$ cat src/rtl/l2tlb_arbiter.sv
// l2tlb_arbiter: shares one L2 TLB request port between the ITLB and DTLB, one transaction at a time.
// Optional L2TLB_ARB_RR_EN selects round-robin arbitration instead of fixed DTLB priority.
module l2tlb_arbiter #(
    parameter int ADDR_W = 27,
    parameter int PPN_W  = 38
) (
    input  logic              clock,
    input  logic              reset,
    input  logic              io_i_req_valid,
    output logic              io_i_req_ready,
    input  logic [1:0]        io_i_req_bits_prv,
    input  logic              io_i_req_bits_pum,
    input  logic              io_i_req_bits_mxr,
    input  logic              io_i_req_bits_store,
    input  logic              io_i_req_bits_fetch,
    input  logic [ADDR_W-1:0] io_i_req_bits_addr,
    output logic              io_i_resp_valid,
    output logic [PPN_W-1:0]  io_i_resp_bits_pte_ppn,
    output logic              io_i_resp_bits_pte_d,
    output logic              io_i_resp_bits_pte_a,
    output logic              io_i_resp_bits_pte_g,
    output logic              io_i_resp_bits_pte_u,
    output logic              io_i_resp_bits_pte_x,
    output logic              io_i_resp_bits_pte_w,
    output logic              io_i_resp_bits_pte_r,
    output logic              io_i_resp_bits_pte_v,
    input  logic              io_d_req_valid,
    output logic              io_d_req_ready,
    input  logic [1:0]        io_d_req_bits_prv,
    input  logic              io_d_req_bits_pum,
    input  logic              io_d_req_bits_mxr,
    input  logic              io_d_req_bits_store,
    input  logic              io_d_req_bits_fetch,
    input  logic [ADDR_W-1:0] io_d_req_bits_addr,
    output logic              io_d_resp_valid,
    output logic [PPN_W-1:0]  io_d_resp_bits_pte_ppn,
    output logic              io_d_resp_bits_pte_d,
    output logic              io_d_resp_bits_pte_a,
    output logic              io_d_resp_bits_pte_g,
    output logic              io_d_resp_bits_pte_u,
    output logic              io_d_resp_bits_pte_x,
    output logic              io_d_resp_bits_pte_w,
    output logic              io_d_resp_bits_pte_r,
    output logic              io_d_resp_bits_pte_v,
    output logic              io_l2_req_valid,
    input  logic              io_l2_req_ready,
    output logic [1:0]        io_l2_req_bits_prv,
    output logic              io_l2_req_bits_pum,
    output logic              io_l2_req_bits_mxr,
    output logic [ADDR_W-1:0] io_l2_req_bits_addr,
    output logic              io_l2_req_bits_store,
    output logic              io_l2_req_bits_fetch,
    input  logic              io_l2_resp_valid,
    input  logic [PPN_W-1:0]  io_l2_resp_bits_pte_ppn,
    input  logic              io_l2_resp_bits_pte_d,
    input  logic              io_l2_resp_bits_pte_a,
    input  logic              io_l2_resp_bits_pte_g,
    input  logic              io_l2_resp_bits_pte_u,
    input  logic              io_l2_resp_bits_pte_x,
    input  logic              io_l2_resp_bits_pte_w,
    input  logic              io_l2_resp_bits_pte_r,
    input  logic              io_l2_resp_bits_pte_v,
    input  logic              io_ptw_invalidate
);
    typedef enum logic [1:0] {IDLE, SEND, WAIT} state_t;
    localparam int REQ_W = ADDR_W + 6;

    state_t           state_q, state_d;
    logic [REQ_W-1:0] req_q, req_d, i_bits, d_bits;
    logic             owner_q, owner_d, kill_q, kill_d;
    logic             pref_d, sel_d, fire, resp_fire;
    logic [7:0]       flags;
    logic [PPN_W-1:0] ppn;

    assign i_bits = {io_i_req_bits_prv, io_i_req_bits_pum, io_i_req_bits_mxr,
                     io_i_req_bits_store, io_i_req_bits_fetch, io_i_req_bits_addr};
    assign d_bits = {io_d_req_bits_prv, io_d_req_bits_pum, io_d_req_bits_mxr,
                     io_d_req_bits_store, io_d_req_bits_fetch, io_d_req_bits_addr};

`ifdef L2TLB_ARB_RR_EN
    logic last_q, last_d;
    assign pref_d = !last_q;
    assign last_d = fire ? sel_d : last_q;
    always_ff @(posedge clock) begin
        if (reset) last_q <= 1'b0;
        else       last_q <= last_d;
    end
`else
    assign pref_d = 1'b1;
`endif

    assign sel_d     = io_d_req_valid && (!io_i_req_valid || pref_d);
    assign fire      = (state_q == IDLE) && !reset && (io_i_req_valid || io_d_req_valid);
    assign resp_fire = (state_q == WAIT) && !reset && io_l2_resp_valid;

    assign io_i_req_ready = (state_q == IDLE) && !reset && io_i_req_valid && !sel_d;
    assign io_d_req_ready = (state_q == IDLE) && !reset && sel_d;
    assign io_l2_req_valid = (state_q == SEND) && !reset;
    assign {io_l2_req_bits_prv, io_l2_req_bits_pum, io_l2_req_bits_mxr,
            io_l2_req_bits_store, io_l2_req_bits_fetch, io_l2_req_bits_addr} = reset ? '0 : req_q;

    // Response payload goes to both sides; only the owner sees valid. Kill squashes pte_v.
    assign ppn   = reset ? '0 : io_l2_resp_bits_pte_ppn;
    assign flags = reset ? '0 : {io_l2_resp_bits_pte_d, io_l2_resp_bits_pte_a, io_l2_resp_bits_pte_g,
                                 io_l2_resp_bits_pte_u, io_l2_resp_bits_pte_x, io_l2_resp_bits_pte_w,
                                 io_l2_resp_bits_pte_r, io_l2_resp_bits_pte_v && !kill_q};
    assign io_i_resp_valid        = resp_fire && !owner_q;
    assign io_d_resp_valid        = resp_fire && owner_q;
    assign io_i_resp_bits_pte_ppn = ppn;
    assign io_d_resp_bits_pte_ppn = ppn;
    assign {io_i_resp_bits_pte_d, io_i_resp_bits_pte_a, io_i_resp_bits_pte_g, io_i_resp_bits_pte_u,
            io_i_resp_bits_pte_x, io_i_resp_bits_pte_w, io_i_resp_bits_pte_r, io_i_resp_bits_pte_v} = flags;
    assign {io_d_resp_bits_pte_d, io_d_resp_bits_pte_a, io_d_resp_bits_pte_g, io_d_resp_bits_pte_u,
            io_d_resp_bits_pte_x, io_d_resp_bits_pte_w, io_d_resp_bits_pte_r, io_d_resp_bits_pte_v} = flags;

    always_comb begin
        state_d = state_q;
        req_d   = req_q;
        owner_d = owner_q;
        kill_d  = kill_q;
        case (state_q)
            IDLE: begin
                if (fire) begin
                    state_d = SEND;
                    req_d   = sel_d ? d_bits : i_bits;
                    owner_d = sel_d;
                    kill_d  = 1'b0;
                end
            end
            SEND: begin
                kill_d = kill_q || io_ptw_invalidate;
                if (io_l2_req_ready) state_d = WAIT;
            end
            WAIT: begin
                kill_d = kill_q || io_ptw_invalidate;
                if (resp_fire) begin
                    state_d = IDLE;
                    kill_d  = 1'b0;
                end
            end
            default: state_d = IDLE;
        endcase
    end

    always_ff @(posedge clock) begin
        if (reset) begin
            state_q <= IDLE;
            req_q   <= '0;
            owner_q <= 1'b0;
            kill_q  <= 1'b0;
        end else begin
            state_q <= state_d;
            req_q   <= req_d;
            owner_q <= owner_d;
            kill_q  <= kill_d;
        end
    end
endmodule
$ cat config.mk
export PLATFORM = sky130hd
export DESIGN_NAME = l2tlb_arbiter
export DESIGN_NICKNAME = d
export VERILOG_FILES = /design/src/rtl/l2tlb_arbiter.sv
export SDC_FILE = /design/constraint.sdc
export NUM_CORES = 1
export LEC_CHECK = 0
export BUFFER_PORTS_ARGS = -buffer_cell sky130_fd_sc_hd__clkbuf_2
export CORE_UTILIZATION = 30
export DETAILED_ROUTE_END_ITERATION = 12
export GPL_ROUTABILITY_DRIVEN = 0
export GPL_TIMING_DRIVEN = 1
export PLACE_DENSITY = 0.69
export SYNTH_ARGS = -nofsm -noshare
export SYNTH_HDL_FRONTEND = slang
export SYNTH_SLANG_ARGS = --single-unit
$ cat constraint.sdc
create_clock -name clock -period 1.72 [get_ports clock]
set_input_delay 0.172 -clock clock [delete_from_list [all_inputs] [get_ports clock]]
set_output_delay 0.172 -clock clock [all_outputs]
set_load 0.02 [all_outputs]
==> flow_summary.ini <==
[synth]
synth_compound_area_share_pct = 21.0
synth-xor-area-share_pct = 0
synth_ff_type = dfxtp_1
synthAdderAreaFrac_pct = 2.58
avgSynthCellArea_um2 = 8.92
muxShareOfSynthArea_pct = 12.1
ys_warn_count = 0
async_reset_ff_share_pct = 0
syn_nets = 451
synth_seq_cells = 37
synthSimpleGateAreaFrac_pct = 21.1
synthCells = 326
yosysSeqAreaShare_pct = 25.5
syn_area_mm2 = 0.00291
synth_cell_types = 24
synth_edf_count = 0
synth_top_family_by_area = simple AND/OR/NAND/NOR gates

[place]
hpwlAfterDp_um = 6870
numPortBuffers = 248
dpl_cell_area_mm2 = 0.00391

[timing]
final_max_slew_viol_count = 0
relSlewSlack_pct = 76.8
fin_crit_ps = 1630
setup_viol = 0
worst_pin_slew_ps = 348
timing.hold.ws_ps = 150
clock_skew_ps = 6.06
rsz0062_at_grt = yes
fmax_mhz = 612
period_share_pct = 95.0
finalHoldViolations = 0

[cells_and_area]
nNetsFinal = 647
final_cell_area_mm2 = 0.00408
diodes = 0
layout.cells.most_common_list = clkbuf_2 (246), nor2b_1 (80), mux2i_1 (35), dfxtp_1 (35), a21oi_1 (34)
fillers = 967
final_common_cell = clkbuf_2
post-route-util_pct = 43.7
drive_gt1_share_pct = 59.2
area_growth_syn_to_layout_pct = 40.4

[floorplan]
die_h_um = 100
floorplan.initialDensity_pct = 31.2
die_x_um = 100
io_pins = 249
rows = 35
fp.dieArea_mm2 = 0.0101
coreArea_mm2 = 0.00933

[clock_tree]
clkLatencyLatePin_ps = 280
cts_root_buf = clkbuf_8
clkTransAtPathRegs_ps = 70
cts_buffers = 5
cts_tree = yes
ctsHtreeMaxLevel = 2
clock_path_buffers = 2
clkSinkCount = 37

[critical_path]
cp_data_arrival_time_ps = 1460
critPathKind = reg2out
rr_startpoint = state_q[1]
cp_max_fo = 4
crit_required_ps = 1550
end_kind = primary output
startpoint = state_q[1]
cp-start-kind = flip-flop

[global_route]
top_usage_layer = met2
use_met1_pct = 19.1
use_met2_pct = 28.9
grt_pass1_wl_um = 12800
overflow = 0
grt_usage_pct = 15.8
grt_max_degree = 70
grt.met3_usage_pct = 2.23
grt_pass1_vias = 2706
antenna_found_initial = 0

[power_and_ir_drop]
internal_power_w = 0.00224
power_frac_comb_pct = 51.3
p_clk_share_pct = 16.5
leakagePower_nw = 2.10
power.switching_w = 0.00147
ir_drop_mv = 0.438
power_density_mw_per_mm2 = 910
swShare_pct = 39.6
seq_power_share_pct = 32.1

[route]
ant_nets = 0
vias = 2916
via_per_inst = 4.48
drc = 0
drtIter0Drc = 64
wl_per_cell_um = 13.1
wl_um = 8530
dr.pass1.iters = 3

[job]
maxCapViolCount = 0

[worst_hold_path]
hold_class = in2reg
hp-start = reset

[run_status]
outcome = complete, no violations
==> per-stage QoR <==
step	std cells	TNS [ps]	setup WS (ps)	total power [W]
final	651	0	85.4	0.00371
after global routing	651	-11.1	-11.1	0.00397
after CTS	646	0	20.2	0.00371
after detailed placement	637	0	32.5	0.00302
after global placement	637	0	138	0.00296
after floorplan	326	0	101	0.00255
==> what timing repair did <==
item                                   4_1_cts  5_1_grt
resized for setup                            8        4
pin swaps                                    0        0
endpoints found under the hold margin        0        0
setup endpoints to repair                    2        2
hold buffers                                 0        0
buffers inserted                             2        5
gates cloned                                 0        0
==> worst paths after layout <==
| path | to | slack (ps) | depth (start not counted) |
|---|---|---|---|
| min reg2reg | req_q[31] | 520 | 2 |
| min | owner_q | 150 | 2 |
| max | io_i_req_ready | 90 | 6 |
| max reg2reg | req_q[4] | 160 | 7 |
==> critical path: stages, from the launching register on <==
cell and delay (ps):
dfxtp_2 350, inv_2 80, ha_2 170, nor2b_4 160, buf_4 120, and3b_1 180
buf_6 120
==> synth_stat cells, types with 2 or more instances <==
master / n / area share (%)
buf_2: 9 / 1.5
nand2b_1: 4 / 0.86
buf_4: 47 / 12
nor2b_1: 81 / 17
buf_6: 5 / 1.9
a21oi_1: 34 / 5.9
nor3b_1: 4 / 1.0
a211oi_2: 30 / 13
inv_1: 3 / 0.39
ha_1: 6 / 2.6
a211oi_1: 5 / 1.3
nor2_1: 2 / 0.26
nand2_1: 2 / 0.26
mux2i_1: 35 / 12
dfxtp_1: 37 / 25
clkbuf_1: 14 / 1.8
==> area by class of cell <==
type	instances	area, um2	area share [%]
multi-input cells	211	1660	40.6
clock buffers	6	82.6	2.02
flip-flops and latches	37	746	18.3
well taps	129	161	3.96
repair buffers	264	1410	34.6
clock inverters	1	7.51	0.184
inverters	3	13.8	0.337
==> flip-flops by register name, indices dropped and copies added (netlist names) <==
signal,flops
owner_q,1
kill_q,1
req_q,33
state_q,2
==> power by group through the flow <==
stage / registers [W] / clock network, W / logic (W)
2_1_floorplan: 0.00117 / 0 / 0.00139
3_3_place_gp: 0.00119 / 0 / 0.00177
3_5_place_dp: 0.00119 / 0 / 0.00183
4_1_cts: 0.00119 / 0.000647 / 0.00187
5_1_grt: 0.00122 / 0.000680 / 0.00207
6_report: 0.00119 / 0.000614 / 0.00191
==> kinds of logic after synthesis <==
kind of cell / count (synthesis)
adder cells (fa/ha/maj): 6
buffers and inverters: 78
flip-flops: 37
multiplexers: 35
AO/OA/AOI/OAI: 72
AND/OR/NAND/NOR: 98
==> metal layers <==
metal | share of wire, % | wire [um]
met1 | 42 | 3620
met2 | 51 | 4380
met3 | 5.1 | 432
met4 | 1.1 | 93
met5 | 0 | 0
Power figures use the tool's default switching activity.
